**src/rtl/mux_gate_scheduler.sv**
```systemverilog
// mux_gate_scheduler: round-robin access to a single bit-serial 2:1 mux logic
// cell. A granted requester's opcode and operands are latched. The selected
// boolean operation is then evaluated LSB first, one bit per cycle, through
// the mux. The W-bit result is published together with a one-cycle done pulse.
module mux_gate_scheduler #(
  parameter int W   = 8,
  parameter int N   = 4,
  parameter int IDW = 2
) (
  input  logic             clk,
  input  logic             rst,
  input  logic [N-1:0]     req,
  input  logic [3*N-1:0]   op,
  input  logic [W*N-1:0]   a,
  input  logic [W*N-1:0]   b,
  output logic [N-1:0]     gnt,
  output logic             busy,
  output logic             done,
  output logic [IDW-1:0]   done_id,
  output logic [W-1:0]     result,
  output logic             err
);

  localparam int CW = (W > 1) ? $clog2(W) : 1;

  typedef enum logic [1:0] {
    S_IDLE,
    S_RUN,
    S_DONE
  } state_t;

  state_t         state, state_nxt;
  logic [IDW-1:0] ptr;
  logic [IDW-1:0] pick_id;
  logic           pick_valid;
  logic           take;
  logic [IDW-1:0] cur_id;
  logic [2:0]     cur_op;
  logic [W-1:0]   cur_a, cur_b;
  logic [W-1:0]   work, work_nxt;
  logic [CW-1:0]  cnt;
  logic           last_bit;
  logic           cell_out;
  logic           op_bad;
  logic           d0, d1;

  assign last_bit = (cnt == CW'(W - 1));
  assign take     = (state == S_IDLE) && pick_valid;

  // Round-robin pick: first set request at or above ptr, wrapping around
  always_comb begin
    int unsigned idx;
    idx        = 0;
    pick_valid = 1'b0;
    pick_id    = '0;
    for (int unsigned off = 0; off < N; off++) begin
      idx = (32'(ptr) + off) % N;
      if (!pick_valid && req[idx]) begin
        pick_valid = 1'b1;
        pick_id    = IDW'(idx);
      end
    end
  end

  // Grant pulse in the IDLE cycle that accepts the request; suppressed in reset
  always_comb begin
    gnt = '0;
    if (take && !rst) gnt = N'(1) << pick_id;
  end

  // Mux cell: a[k] selects between two data legs chosen by the opcode
  always_comb begin
    d0     = 1'b0;
    d1     = 1'b0;
    op_bad = 1'b0;
    case (cur_op)
      3'd0: begin d1 = cur_b[cnt];  d0 = 1'b0;        end
      3'd1: begin d1 = 1'b1;        d0 = cur_b[cnt];  end
      3'd2: begin d1 = ~cur_b[cnt]; d0 = 1'b1;        end
      3'd3: begin d1 = 1'b0;        d0 = ~cur_b[cnt]; end
      3'd4: begin d1 = ~cur_b[cnt]; d0 = cur_b[cnt];  end
      3'd5: begin d1 = cur_b[cnt];  d0 = ~cur_b[cnt]; end
      default: op_bad = 1'b1;
    endcase
    cell_out = cur_a[cnt] ? d1 : d0;
  end

  // Working word with the current bit merged in, so the last bit can be
  // published in the same edge that completes the sweep
  always_comb begin
    work_nxt      = work;
    work_nxt[cnt] = cell_out;
  end

  // Next-state logic
  always_comb begin
    state_nxt = state;
    case (state)
      S_IDLE:  if (pick_valid) state_nxt = S_RUN;
      S_RUN:   if (last_bit) state_nxt = S_DONE;
      S_DONE:  state_nxt = S_IDLE;
      default: state_nxt = S_IDLE;
    endcase
  end

  // State register
  always_ff @(posedge clk or posedge rst) begin
    if (rst) state <= S_IDLE;
    else     state <= state_nxt;
  end

  // Operand latch, bit sweep and result publication
  always_ff @(posedge clk or posedge rst) begin
    if (rst) begin
      ptr     <= '0;
      cur_id  <= '0;
      cur_op  <= '0;
      cur_a   <= '0;
      cur_b   <= '0;
      work    <= '0;
      cnt     <= '0;
      result  <= '0;
      err     <= 1'b0;
      done_id <= '0;
    end else begin
      if (take) begin
        cur_id <= pick_id;
        cur_op <= op[32'(pick_id) * 3 +: 3];
        cur_a  <= a[32'(pick_id) * W +: W];
        cur_b  <= b[32'(pick_id) * W +: W];
        ptr    <= (pick_id == IDW'(N - 1)) ? '0 : pick_id + 1'b1;
        cnt    <= '0;
      end
      if (state == S_RUN) begin
        work <= work_nxt;
        cnt  <= cnt + 1'b1;
        if (last_bit) begin
          result  <= op_bad ? '0 : work_nxt;
          err     <= op_bad;
          done_id <= cur_id;
        end
      end
    end
  end

  assign done = (state == S_DONE);
  assign busy = (state != S_IDLE);

endmodule

```
**config.mk**
```make
export PLATFORM = sky130hd
export DESIGN_NAME = mux_gate_scheduler
export DESIGN_NICKNAME = d
export VERILOG_FILES = /design/src/rtl/mux_gate_scheduler.sv
export SDC_FILE = /design/constraint.sdc
export NUM_CORES = 1
export LEC_CHECK = 0
export BUFFER_PORTS_ARGS = -buffer_cell sky130_fd_sc_hd__buf_4
export CORE_MARGIN = 2
export CORE_UTILIZATION = 52
export DETAILED_ROUTE_END_ITERATION = 8
export PLACE_DENSITY = 0.81
export SETUP_SLACK_MARGIN = 0.3
export SLEW_MARGIN = 0
export SYNTH_ARGS = -nofsm -noshare
export SYNTH_HDL_FRONTEND = slang
export SYNTH_SLANG_ARGS = --single-unit
```
**constraint.sdc**
```tcl
create_clock -name clk -period 2.48 [get_ports clk]
set_clock_uncertainty 0.05 [all_clocks]
set_input_delay 0 -clock clk [delete_from_list [all_inputs] [get_ports clk]]
set_output_delay 0 -clock clk [all_outputs]
set_load 0.02 [all_outputs]
```
Word-level counts from Yosys, hierarchy flattened
Cells that the tools add are included.
{"block": "word_totals", "ff_bits": 47, "input_bits": 82}
{"block": "op_classes", "addsub": 5, "n_mul": 1, "order_cmp": 6, "eq_ne": 11, "n_shift": 4, "muxes": 35, "n_bitwise": 1, "n_reduce_logical": 21}
{"op": "variable part select 32 x 6 -> 8 bit", "n": 2}
{"op": "2-to-1 mux 2 bit", "n": 7}
{"op": "2-to-1 mux 1 bit", "n": 13}
{"op": "< comparator 2 x 3 -> 1 bit, second input constant", "n": 4}
{"op": "variable part select 12 x 5 -> 3 bit", "n": 1}
{"op": "== test 3 bit, second input constant", "n": 3}
{"op": "binary-select mux 1 bit (select 2 bit)", "n": 4}
{"op": "bitwise mux 8 bit", "n": 1}
{"op": "2-to-1 mux 8 bit", "n": 1}
{"op": "OR reduction 2 bit", "n": 4}
{"op": "binary-select mux 1 bit (select 3 bit)", "n": 2}
{"op": "== test 3 x 2 -> 1 bit, second input constant", "n": 2}
{"op": "logical AND 1 bit", "n": 6}
{"op": "2-to-1 mux 3 bit", "n": 2}
{"op": "case mux 1 bit (3 select lines)", "n": 2}
{"op": "OR reduction 6 bit", "n": 1}
{"op": "adder 2 x 1 -> 2 bit, second input constant", "n": 2}
{"op": "adder 2 bit, second input constant", "n": 2}
{"op": "== test 2 bit, second input constant", "n": 2}
{"op": "zero test 1 bit", "n": 4}
{"op": "< comparator 3 x 4 -> 1 bit, second input constant", "n": 1}
{"op": "multiplier 2 x 2 -> 4 bit, second input constant", "n": 1}
{"op": "2-to-1 mux 4 bit", "n": 1}
{"op": "inequality test 2 bit, second input constant", "n": 2}
{"op": "12 further kinds", "n": 14}

Logic depth before layout (Yosys ltp)
{"block": "depth", "depth_word": 15, "mapped_depth": 8}

Worst setup path after synthesis
OpenSTA, ideal clock, no wires.
{"block": "synth_path", "path_type": "reg2reg", "startpoint": "register cnt[2]", "endpoint": "register work[0]", "setup_time_ns": 0.135, "arrival_time_ns": 1.969, "required_time_ns": 2.295, "path_slack_ns": 0.326, "stages_incl_launch_ff": 9, "path_buffers": 2, "synth_period_minus_slack_ns": 2.154, "cell_sequence": "dfrtp_1 > buf_6 > nand3b_1 > o21ai_2 > a221o_1 > a21oi_2 > mux2i_1 > buf_6 > a31oi_1"}
{"block": "synth_between", "elab_chain_cells": 6}
{"item": "start: declaration", "line_no": "41", "source": "logic [CW-1:0] cnt;"}
{"item": "start signal: assignment", "line_no": "136", "source": "cnt <= cnt + 1'b1;"}
{"item": "binary-select mux 1 bit (select 3 bit)"}
{"item": "2-to-1 mux 1 bit (not written as such)"}
{"item": "inverter 1 bit"}
{"item": "case mux 1 bit (3 select lines)", "line_no": "76", "source": "case (cur_op)"}
{"item": "2-to-1 mux 1 bit", "line_no": "85", "source": "cell_out = cur_a[cnt] ? d1 : d0;"}
{"item": "bitwise mux 8 bit (*)", "line_no": "92", "source": "work_nxt[cnt] = cell_out;"}
{"item": "end signal: assignment", "line_no": "135", "source": "work <= work_nxt;"}
{"item": "end: declaration", "line_no": "40", "source": "logic [W-1:0] work, work_nxt;"}
Every way passes the cells marked *; elsewhere a longest branch is shown, timed or not. The select of a mux whose other input is x is not followed.
A chain may end at the register's enable or synchronous reset.

Worst setup path in the final report
{"block": "layout_path", "startpoint": "register cnt[1]", "endpoint": "register result[3]"}
{"block": "layout_between", "elab_chain_cells": 7}
{"item": "binary-select mux 1 bit (select 3 bit)"}
{"item": "2-to-1 mux 1 bit (not written as such)"}
{"item": "inverter 1 bit"}
{"item": "case mux 1 bit (3 select lines)", "line_no": "76"}
{"item": "2-to-1 mux 1 bit", "line_no": "85"}
{"item": "bitwise mux 8 bit", "line_no": "92"}
{"item": "2-to-1 mux 8 bit", "line_no": "138", "source": "result <= op_bad ? '0 : work_nxt;"}
{"item": "end signal: assignment", "line_no": "138"}
{"item": "end: declaration", "line_no": "20", "source": "output logic [W-1:0] result,"}
Several ways; a longest one is shown, not always the timed one. The select of a mux whose other input is x is not followed.

==> impl_metrics.csv <==
group,metric,value,unit
yosys,syn_nets,417,
global_routing,grt.overflow.total,0,
power,power.leakage,0.00204,uW
route,avgRoutedWirePerCell,15.8,microns
die,start_util,53.4,%
setup_path,cp-start-kind,"flop",
place,post-dp-hpwl,5.35,mm
setup_path,critPathMaxFanout,16,
setup_path,crit_type,"flop to flop",
yosys,synth_area_leader_cell,"dfrtp_1",
timing,period_needed,2.20,ns
die,fp-row-count,28,
timing,final-setup-viol-count,0,
timing,rsz0062_at_grt,"yes",
cts,clk_latency,0.30,ns
yosys,synth_async_sr_flop_share,100,%
yosys,ys_seq_area_share,37.7,%
timing,hold_viol_final,0,
power,peakVddDrop,0.651,mV
place,numPlacedInstances,488,
setup_path,worstPathArrival,2.31,ns
global_routing,grt_max_degree,48,
global_routing,grt_usage,24.7,%
timing,fmax,454,MHz
yosys,syn_area,3120,sq um
yosys,yosysUniqueCellTypes,47,
route,drt_wl_total,8.01,mm
route,drt_iter0_markers,141,
global_routing,antenna_found_initial,0,
worst_hold_path,whs_path_depth,4,
cts,cts.clk_slew.worst_paths,0.08,ns
finish,final_nets,521,
cts,cts_buffers,5,
finish,fill_cells,491,
die,io_pins,99,
die,die_y,81.5,microns
finish,n_antenna_cell,0,
route,dr.pass1.iters,5,
yosys,synth_area_leaders,"dfrtp_1, mux2i_1, mux2_2",
yosys,synth_area_per_cell,9.49,sq um
cts,clkSinkCount,47,
die,fp.dieW,81.5,microns
finish,drive_above_1_share,38.4,%
worst_hold_path,hold_path.class,"input port to flop",
cts,clk_path_buf_depth,2,
yosys,ys_warn_count,0,
flow_run,cap_violations,0,
setup_path,cp-end-kind,"flop",
route,num_vias,2871,
timing,fin_crit_sh,88.9,%
timing,tns,0,ns
die,die_area,6640,sq um
cts,cts_tree,"yes",
global_routing,grt_pass1_vias,2813,
yosys,synth_top_area_share,37.7,%
place,io_buffers,98,
run_status,status,"completed",
route,drc,0,
yosys,synth_common_cells,"dfrtp_1, mux2i_1, nand2_1, nor2_1",
place,place.gp.congestion,0.875,
yosys,synth_edf_count,0,
route,antenna_left,0,
power,powerDensity,1190,nW/um^2
global_routing,grt_pass1_wl,12.9,mm
finish,final-seq-area,1180,sq um
yosys,syn-instance-count,329,
timing,max-slew-margin-rel,35.0,%
die,core_area,5850,sq um
cts,htreeDepth,2,
yosys,ys.flop_type,"dfrtp_1",
timing,tightest_slew,0.975,ns
finish,multi_input_area,1770,sq um
cts,clock-root-buffer,"clkbuf_8",
yosys,synth_most_common_cell,"dfrtp_1",
route,via_per_inst,5.66,
finish,area_growth,32.5,%
finish,layoutNonFillerInstCount,507,
timing,finalMaxSlewViolations,0,
setup_path,worstRegToRegCells,8,
setup_path,critPathRequiredTime,2.59,ns
yosys,synth_seq_cells,47,
flip-flops by register name, indices dropped and copies added (netlist names), 3 cells and up:
signal,cells
result,8
cnt,3
work,8
cur_b,8
cur_op,3
cur_a,8
cells by family after synthesis:
group | after synthesis | share of synthesized area (%)
compound gates | 77 | 15.4
fa+ha+maj | 6 | 2.40
buf+inv | 33 | 7.01
flops | 47 | 37.7
mux | 66 | 22.1
simple gates | 100 | 15.4
final cells by class:
cell class,count,area share (%)
Clock buffer,6,1.75
Inverter,12,1.09
Multi-Input combinational cell,249,42.9
Sequential cell,47,28.5
Tap cell,75,2.27
Timing Repair Buffer,118,23.5
power breakdown:
part	internal, uW	switching (uW)	leakage (uW)
Sequential	1140	323	0.000571
Clock	188	240	0.0000371
Combinational	1490	1550	0.00143
Total	2820	2120	0.00204
path summary, 6_finish.rpt:
check                                     start               endpoint  slack (ns)
max                          cnt[1]$_DFFE_PP0P_  result[3]$_DFFE_PP0P_        0.28
min                                       a[25]   cur_a[1]$_DFFE_PP0P_        0.11
max reg2reg                  cnt[1]$_DFFE_PP0P_  result[3]$_DFFE_PP0P_        0.28
min reg2reg                cur_a[0]$_DFFE_PP0P_   cur_a[0]$_DFFE_PP0P_        0.44
max in group asynchronous                   rst     ptr[1]$_DFFE_PP0P_        1.23
min in group asynchronous                   rst  cur_op[2]$_DFFE_PP0P_        0.47
through the flow:
step | hold WS [ns] | power, uW | worst slack, ns | util, % | cell area, sq um
after floorplan | 0.0317 | 3490 | 0.326 | - | 3120
after global placement | 0.240 | 3990 | 0.263 | 66.0 | 3860
after detailed placement | 0.253 | 4100 | 0.178 | 66.0 | 3860
after CTS | 0.0782 | 4760 | 0.309 | 69.4 | 4060
after global routing | 0.120 | 5300 | 0.199 | 70.7 | 4140
final | 0.108 | 4930 | 0.276 | 70.7 | 4140
per-layer routing:
layer / global-route usage [%] / vias to the layer above / wire, microns
met1: 30.8 / 1380 / 3200
met2: 44.1 / 96 / 4300
li1: - / 1386 / -
met5: 0 / - / 0
met4: 7.29 / 0 / 107
met3: 3.63 / 9 / 396
timing repair:
action / 4_1_cts / 5_1_grt
pin swaps: 0 / 1
gates cloned: 2 / 0
hold endpoints to repair: 47 / 0
setup endpoints to repair: 20 / 20
buffers inserted: 4 / 6
gates resized for setup: 10 / 9
hold buffers: 1 / 0
layout by cell type, fill, tap and decap left out, drive strengths merged, types with 3 or more instances in the layout:
cell    netlist  layout
mux2         23      23
nor3b         4       4
nand3         4       4
a21boi        3       3
a31oi        15      15
nor3          7       7
ha            6       6
nor2b         7       7
clkbuf       10       6
nand2        39      39
mux2i        43      43
dfrtp        47      47
nor2         28      28
inv          12      12
o21ai        24      24
buf          11     115
a21oi        16      16
worst max-delay path, cell delays in order (launching register included):
cell      delay (ns)
dfrtp_2         0.46
buf_4           0.18
a21oi_1         0.15
o22ai_1         0.13
a221o_1         0.35
and4bb_4        0.22
nor3_4          0.14
buf_4           0.24
a41oi_1         0.14
Note: power is estimated with default switching activity, not from simulation.
